`src/rtl/sccb_responder.sv`:
```
// SCCB target with a 256x8 register file; decodes 3-phase writes and 2-phase reads.
// Define SCCB_ACK_EN to drive siod low in the ID (on match), SUB and WDATA ACK slots.
`timescale 1ns/1ps
module sccb_responder #(
  parameter logic [7:0] DEVICE_ID     = 8'h42,
  parameter int         FILTER_LEN    = 3,
  parameter logic [7:0] REG_RESET_VAL = 8'h00
) (
  input  logic       clk,
  input  logic       rst_n,
  input  logic       sioc,
  input  logic       siod_in,
  output logic       siod_drive_low,
  output logic       busy,
  output logic       wr_valid,
  output logic [7:0] wr_addr,
  output logic [7:0] wr_data,
  input  logic [7:0] host_addr,
  output logic [7:0] host_rdata,
  output logic [7:0] sub_ptr
);

  localparam logic [3:0] FLT_MAX = 4'(FILTER_LEN - 1);
`ifdef SCCB_ACK_EN
  localparam logic ACK_DRIVE = 1'b1;
`else
  localparam logic ACK_DRIVE = 1'b0;
`endif

  typedef enum logic [3:0] {
    S_IDLE, S_ID, S_ID_ACK, S_SUB, S_SUB_ACK,
    S_WDATA, S_WDATA_ACK, S_RDATA, S_RD_NA, S_IGNORE
  } state_t;

  logic [1:0] r_sioc_sync, r_siod_sync;
  logic       r_sioc_f, r_siod_f, r_sioc_fd, r_siod_fd;
  logic [3:0] r_sioc_cnt, r_siod_cnt;

  state_t     r_state;
  logic [3:0] r_bitcnt;
  logic [6:0] r_shift;
  logic       r_read;
  logic [7:0] r_sub_ptr, r_rdbyte, r_wr_addr, r_wr_data;
  logic       r_drive, r_busy, r_wr_valid;
  logic [7:0] r_regs [256];

  logic       w_sioc_rise, w_sioc_fall, w_start, w_stop;
  logic [7:0] w_byte;

  // Filtered levels only move after FILTER_LEN consecutive samples disagree with them.
  always_ff @(posedge clk or negedge rst_n) begin
    if (!rst_n) begin
      r_sioc_sync <= 2'b11;
      r_siod_sync <= 2'b11;
      r_sioc_f    <= 1'b1;
      r_siod_f    <= 1'b1;
      r_sioc_fd   <= 1'b1;
      r_siod_fd   <= 1'b1;
      r_sioc_cnt  <= '0;
      r_siod_cnt  <= '0;
    end else begin
      r_sioc_sync <= {r_sioc_sync[0], sioc};
      r_siod_sync <= {r_siod_sync[0], siod_in};
      r_sioc_fd   <= r_sioc_f;
      r_siod_fd   <= r_siod_f;
      if (r_sioc_sync[1] == r_sioc_f) begin
        r_sioc_cnt <= '0;
      end else if (r_sioc_cnt == FLT_MAX) begin
        r_sioc_f   <= r_sioc_sync[1];
        r_sioc_cnt <= '0;
      end else begin
        r_sioc_cnt <= r_sioc_cnt + 4'd1;
      end
      if (r_siod_sync[1] == r_siod_f) begin
        r_siod_cnt <= '0;
      end else if (r_siod_cnt == FLT_MAX) begin
        r_siod_f   <= r_siod_sync[1];
        r_siod_cnt <= '0;
      end else begin
        r_siod_cnt <= r_siod_cnt + 4'd1;
      end
    end
  end

  assign w_sioc_rise = r_sioc_f & ~r_sioc_fd;
  assign w_sioc_fall = ~r_sioc_f & r_sioc_fd;
  assign w_start     = r_sioc_f & r_sioc_fd & r_siod_fd & ~r_siod_f;
  assign w_stop      = r_sioc_f & r_sioc_fd & ~r_siod_fd & r_siod_f;
  assign w_byte      = {r_shift, r_siod_f};

  always_ff @(posedge clk or negedge rst_n) begin
    if (!rst_n) begin
      r_state    <= S_IDLE;
      r_bitcnt   <= '0;
      r_shift    <= '0;
      r_read     <= 1'b0;
      r_sub_ptr  <= '0;
      r_rdbyte   <= '0;
      r_drive    <= 1'b0;
      r_busy     <= 1'b0;
      r_wr_valid <= 1'b0;
      r_wr_addr  <= '0;
      r_wr_data  <= '0;
    end else begin
      r_wr_valid <= 1'b0;
      if (w_stop) begin
        r_state  <= S_IDLE;
        r_bitcnt <= '0;
        r_drive  <= 1'b0;
        r_busy   <= 1'b0;
      end else if (w_start) begin
        r_state  <= S_ID;
        r_bitcnt <= '0;
        r_drive  <= 1'b0;
        r_busy   <= 1'b1;
      end else if (w_sioc_rise) begin
        case (r_state)
          S_ID, S_SUB, S_WDATA, S_RDATA: begin
            r_shift <= w_byte[6:0];
            if (r_bitcnt == 4'd7) begin
              r_bitcnt <= 4'd8;
              case (r_state)
                S_ID: begin
                  if (w_byte == DEVICE_ID) begin
                    r_state <= S_ID_ACK;
                    r_read  <= 1'b0;
                  end else if (w_byte == (DEVICE_ID | 8'h01)) begin
                    r_state <= S_ID_ACK;
                    r_read  <= 1'b1;
                  end else begin
                    r_state <= S_IGNORE;
                  end
                end
                S_SUB: begin
                  r_sub_ptr <= w_byte;
                  r_state   <= S_SUB_ACK;
                end
                S_WDATA: begin
                  r_wr_valid <= 1'b1;
                  r_wr_addr  <= r_sub_ptr;
                  r_wr_data  <= w_byte;
                  r_state    <= S_WDATA_ACK;
                end
                default: r_state <= S_RD_NA;
              endcase
            end else begin
              r_bitcnt <= r_bitcnt + 4'd1;
            end
          end
          S_ID_ACK: begin
            r_bitcnt <= '0;
            if (r_read) begin
              r_state  <= S_RDATA;
              r_rdbyte <= r_regs[r_sub_ptr];
            end else begin
              r_state <= S_SUB;
            end
          end
          S_SUB_ACK: begin
            r_bitcnt <= '0;
            r_state  <= S_WDATA;
          end
          S_WDATA_ACK, S_RD_NA: begin
            r_bitcnt <= '0;
            r_state  <= S_IGNORE;
          end
          default: ;
        endcase
      end else if (w_sioc_fall) begin
        // siod only changes while sioc is low, so our own driving never forms START/STOP.
        case (r_state)
          S_ID_ACK, S_SUB_ACK, S_WDATA_ACK: r_drive <= ACK_DRIVE;
          S_RDATA: begin
            r_drive  <= ~r_rdbyte[7];
            r_rdbyte <= {r_rdbyte[6:0], 1'b0};
          end
          default: r_drive <= 1'b0;
        endcase
      end
    end
  end

  // Written a cycle after wr_valid rises so a same-address host read still sees the old value.
  always_ff @(posedge clk or negedge rst_n) begin
    if (!rst_n) begin
      for (int i = 0; i < 256; i++) r_regs[i] <= REG_RESET_VAL;
    end else if (r_wr_valid) begin
      r_regs[r_wr_addr] <= r_wr_data;
    end
  end

  assign host_rdata     = r_regs[host_addr];
  assign siod_drive_low = r_drive;
  assign busy           = r_busy;
  assign wr_valid       = r_wr_valid;
  assign wr_addr        = r_wr_addr;
  assign wr_data        = r_wr_data;
  assign sub_ptr        = r_sub_ptr;

endmodule

```
`config.mk`:
```
export PLATFORM = sky130hd
export DESIGN_NAME = sccb_responder
export DESIGN_NICKNAME = d
export VERILOG_FILES = /design/src/rtl/sccb_responder.sv
export SDC_FILE = /design/constraint.sdc
export NUM_CORES = 2
export LEC_CHECK = 0
export BUFFER_PORTS_ARGS = -buffer_cell sky130_fd_sc_hd__buf_2
export CAP_MARGIN = 15
export CORE_ASPECT_RATIO = 0.6
export CORE_MARGIN = 3
export CORE_UTILIZATION = 50
export CTS_BUF_LIST = sky130_fd_sc_hd__clkbuf_4 sky130_fd_sc_hd__clkbuf_8 sky130_fd_sc_hd__clkbuf_16
export CTS_CLUSTER_DIAMETER = 30
export DETAILED_ROUTE_END_ITERATION = 7
export GPL_TIMING_DRIVEN = 0
export PLACE_DENSITY = 0.65
export SLEW_MARGIN = 20
export SYNTH_ARGS = -nofsm -noshare
export SYNTH_HDL_FRONTEND = slang
export SYNTH_SLANG_ARGS = --single-unit
export TNS_END_PERCENT = 5
```
`constraint.sdc`:
```
create_clock -name clk -period 5.2 [get_ports clk]
set_input_delay 1.04 -clock clk [delete_from_list [all_inputs] [get_ports clk]]
set_output_delay 1.04 -clock clk [all_outputs]
set_load 0.01 [all_outputs]
```
==> run_results.csv <==
group,metric,value,unit
status,outcome,"complete, but fails checks",
status,violations,"design-rule violations, negative setup slack",
final_layout,area_growth,20.6,%
clock_tree,numClockSinks,2115,
power,p_comb_share,3.6,%
clock_tree,clk_latency,0.92,ns
yosys,synth_edf_count,0,
yosys,ys.flop_type,"dfrtp_1",
global_route,grt_max_degree,138,
power,irDropWorstVdd,0.000284,V
power,leakage,60.3,nW
yosys,seq_area_frac_synth,47.2,%
clock_tree,numCtsBuffers,399,
placed_design,gp_congestion,1.11,
yosys,synth_cells,7175,
setup_path,crit_family,"simple AND/OR/NAND/NOR gates",
yosys,ys_ff_latch,2115,
setup_path,cp-startpoint,"sub_ptr[3]",
setup_path,r2r-end,"r_rdbyte[6]",
sta,tns,-5.49,ns
yosys,ys_async_sr_fraction,100,%
clock_tree,cts_hold_buf,0,
hold_path,hold_class,"in2async",
placed_design,dp_hpwl,451,mm
setup_path,critPathLaunchType,"flop",
yosys,synth_area_per_cell,15.6,sq um
route,detail-route-antenna-nets,0,
setup_path,reg2reg_from,"sub_ptr[3]",
route,drc,29,
yosys,synthMuxAreaShare,45.3,%
global_route,first_global_vias,81600,
floorplan,die_area,230000,sq um
setup_path,crit_cells,9,
sta,slew_headroom,3.41,%
yosys,yosysTopAreaCellShare,47.0,%
setup_path,crit_fanout,10,
yosys,synth_warnings,0,
setup_path,cpMaxStageDelayCell,"nor2b_2",
final_layout,drive_gt1_share,57.8,%
sta,rsz0062_at_grt,"true",
sta,hold_violations,0,
clock_tree,clkTransAtPathRegs,0.05,ns
setup_path,crit_buf_inv,2,
floorplan,die_x,618,microns
power,power_density,342,nW/um^2
floorplan,io_pins,47,
placed_design,place_area,119000,sq um
floorplan,die_h,373,microns
yosys,syn_nets,7192,
yosys,synth_simple_gate_area_share,2.71,%
flow_run,maxCapViolations,0,
power,p_clk_share,60.6,%
setup_path,rr_worst_depth,9,
route,routed_via_density,8.02,
floorplan,start_util,50.4,%
sta,fin_ws,-0.718,ns
final_layout,design_area,135000,sq um
power,fin_total_pwr,46.4,mW
floorplan,rows,134,
yosys,syn_area,112000,sq um
floorplan,core-area,223000,sq um
yosys,synthXorXnorAreaFrac,0.0702,%
yosys,synth_compound_area_share,2.18,%
yosys,post_synth_num_cell_types,69,
global_route,track_usage,52.9,%
route,vias,89600,
placed_design,io_buffers,42,
global_route,grt_pass1_wl,796,mm
global_route,grt_overflow,0,
final_layout,nNetsFinal,7751,
power,power.internal,35.2,mW
sta,skew,0.0506,ns
global_route,antenna_found_initial,76,
sta,fin_crit_sh,114,%
sta,fmax,169,MHz
sta,setup_violations,16,
setup_path,crit_chain,"clkbuf_1, nor2b_2, nand2_1, clkbuf_2, a211oi_2, a21oi_1, nand3_1, o2111ai_1, o311ai_0",
setup_path,endpoint_kind,"flop",
yosys,synth_top_area_cell,"dfrtp_1",
clock_tree,clock_path_buffers,4,
setup_path,crit_type,"reg2reg",
power,switching_power,11.1,mW
setup_path,worstPathArrival,6.70,ns
yosys,synthTopCellsByArea,"dfrtp_1 (47%), mux4_2 (23%), mux2_2 (21%)",
setup_path,cp-endpoint,"r_rdbyte[6]",
sta,drv_slew,0,
power,netSwitchingFraction,24.0,%
sta,worstMarginPinSlew,1.45,ns
clock_tree,cts.root.buffer_cell,"clkbuf_16",
route,wl_per_cell,55.3,microns
clock_tree,cts.htree.levels,5,
power,p_seq_share,35.8,%
route,wl,617,mm
route,drt_pre_antenna_iters,8,
route,drtIter0Drc,16700,
sta,period_needed,5.92,ns
setup_path,required,5.98,ns
yosys,yosys.area_share.adder,0.0557,%
setup_path,r2r_slack,-0.72,ns
clock_tree,cts_tree,"built",
setup_path,cpPeakStageDelay,0.93,ns
yosys,synth_top_family_by_area,"multiplexers",
-- power by group through the flow --
stage	combinational (mW)	clock, mW	sequential (mW)
after floorplan	0.564	0	16.9
after global placement	1.37	0	16.9
after detailed placement	1.48	0	16.9
after CTS	1.52	27.8	16.6
after global routing	1.68	28.7	16.6
final	1.65	28.1	16.6
-- area by class of cell --
type	count	area, sq um
sequential	2115	52900
clock buffer	497	11200
multi-input combinational	4432	57100
fill	16600	87400
timing repair buffer	160	2910
clock inverter	238	3170
buffer	615	4020
inverter	11	41.3
antenna	108	270
tap	2992	3740
-- flip-flops by register name (all words and copies together), names as in the netlist --
signal          flops
sub_ptr             8
r_siod_fd           1
wr_valid            1
r_state             4
r_shift             7
r_bitcnt            4
siod_drive_low      1
wr_addr             8
r_siod_sync         2
r_siod_f            1
wr_data             8
r_regs           2048
r_sioc_fd           1
r_sioc_cnt          4
r_sioc_sync         2
r_rdbyte            8
r_read              1
r_sioc_f            1
r_siod_cnt          4
busy                1
-- layer usage --
| layer | global-route usage [%] | share of wire (%) |
|---|---|---|
| met5 | 5.87 | 0.45 |
| met4 | 32.3 | 7.3 |
| met3 | 43.5 | 21 |
| met2 | 58.6 | 35 |
| met1 | 67.1 | 36 |
-- kinds of logic (layout without fill, tap and decap cells) --
group,count (synthesis),after routing
compound gates,353,353
mux,3380,3380
simple gates,685,685
buf+inv,628,1521
other cells,0,108
xor+xnor,9,9
fa+ha+maj,5,5
flops,2115,2115
-- worst min-delay path by stage --
stage,from,end,slack [ns],cells past startpoint
final,rst_n,r_regs[402],0.03,1
after global routing,rst_n,r_regs[402],0.06,1
after CTS,rst_n,r_regs[402],0.04,1
after detailed placement,r_siod_sync[0],r_siod_sync[1],0.35,0
after global placement,r_sioc_sync[0],r_sioc_sync[1],0.35,0
after floorplan,r_sioc_sync[0],r_sioc_sync[1],0.35,0
-- cell usage after synthesis, drive strengths merged, types with 6 or more instances --
| cell type | instances |
|---|---|
| mux2i | 140 |
| inv | 10 |
| nor3 | 23 |
| and3 | 8 |
| a211oi | 17 |
| or4 | 9 |
| mux2 | 2089 |
| o21ai | 31 |
| nand4 | 14 |
| nor4b | 6 |
| buf | 205 |
| a32oi | 6 |
| a2111oi | 12 |
| o2111ai | 8 |
| clkbuf | 412 |
| nand2b | 18 |
| dfstp | 8 |
| dfrtp | 2107 |
| o22ai | 46 |
| a31oi | 12 |
| nand2 | 260 |
| and2 | 15 |
| a22oi | 86 |
| nor2b | 36 |
| a21oi | 62 |
| nor4 | 9 |
| nand3 | 27 |
| o211ai | 14 |
| or2 | 6 |
| nor2 | 238 |
| mux4 | 1151 |
| o221ai | 12 |
-- cell usage in the layout (no fill, tap or decap), types with 13 or more instances in the layout --
cell type / count
nor2b_1: 34
inv_6: 33
clkinv_2: 58
nand2b_1: 18
a211oi_1: 15
buf_2: 79
mux2i_1: 127
nor3_1: 18
bufinv_16: 58
buf_6: 64
mux2_2: 2089
clkbuf_4: 59
a22oi_1: 76
clkbuf_8: 68
clkinvlp_4: 43
nand4_1: 14
clkbuf_1: 238
clkbuf_16: 410
nand2_1: 258
buf_16: 65
mux4_2: 1151
a21oi_2: 13
nor2_1: 161
clkbuf_2: 124
a21oi_1: 45
o21ai_0: 29
o22ai_1: 46
nor2_2: 76
o211ai_1: 14
dfrtp_1: 2107
buf_12: 59
clkinv_4: 33
and2_1: 13
nand3_1: 27
buf_8: 19
buf_4: 75
diode_2: 108
-- metrics by stage --
stage	hold slack [ns]	util, %	std cells	setup slack [ns]
global placement	0.346	52.1	10200	-45.24
detailed placement	0.347	53.5	10300	-2.06
floorplan	0.345	-	7175	0.664
CTS	0.0415	60.3	11000	-0.180
finish	0.0268	60.8	11200	-0.718
global route	0.0640	60.6	11100	-0.0710
-- repair_timing --
| action | in CTS | in global routing |
|---|---|---|
| setup endpoints to repair | 18 | 15 |
| setup buffers | 0 | 7 |
| gates cloned | 0 | 4 |
| gates resized for setup | 251 | 159 |
| pin swaps | 0 | 5 |
-- worst register-to-register path, cell delays in order (launching register included) --
cell	delay [ns]
dfrtp_1	0.57
clkbuf_1	0.50
nor2b_2	0.93
nand2_1	0.69
clkbuf_2	0.70
a211oi_2	0.87
a21oi_1	0.32
nand3_1	0.39
o2111ai_1	0.39
o311ai_0	0.44
No activity file was read; power rests on OpenSTA's default activity.
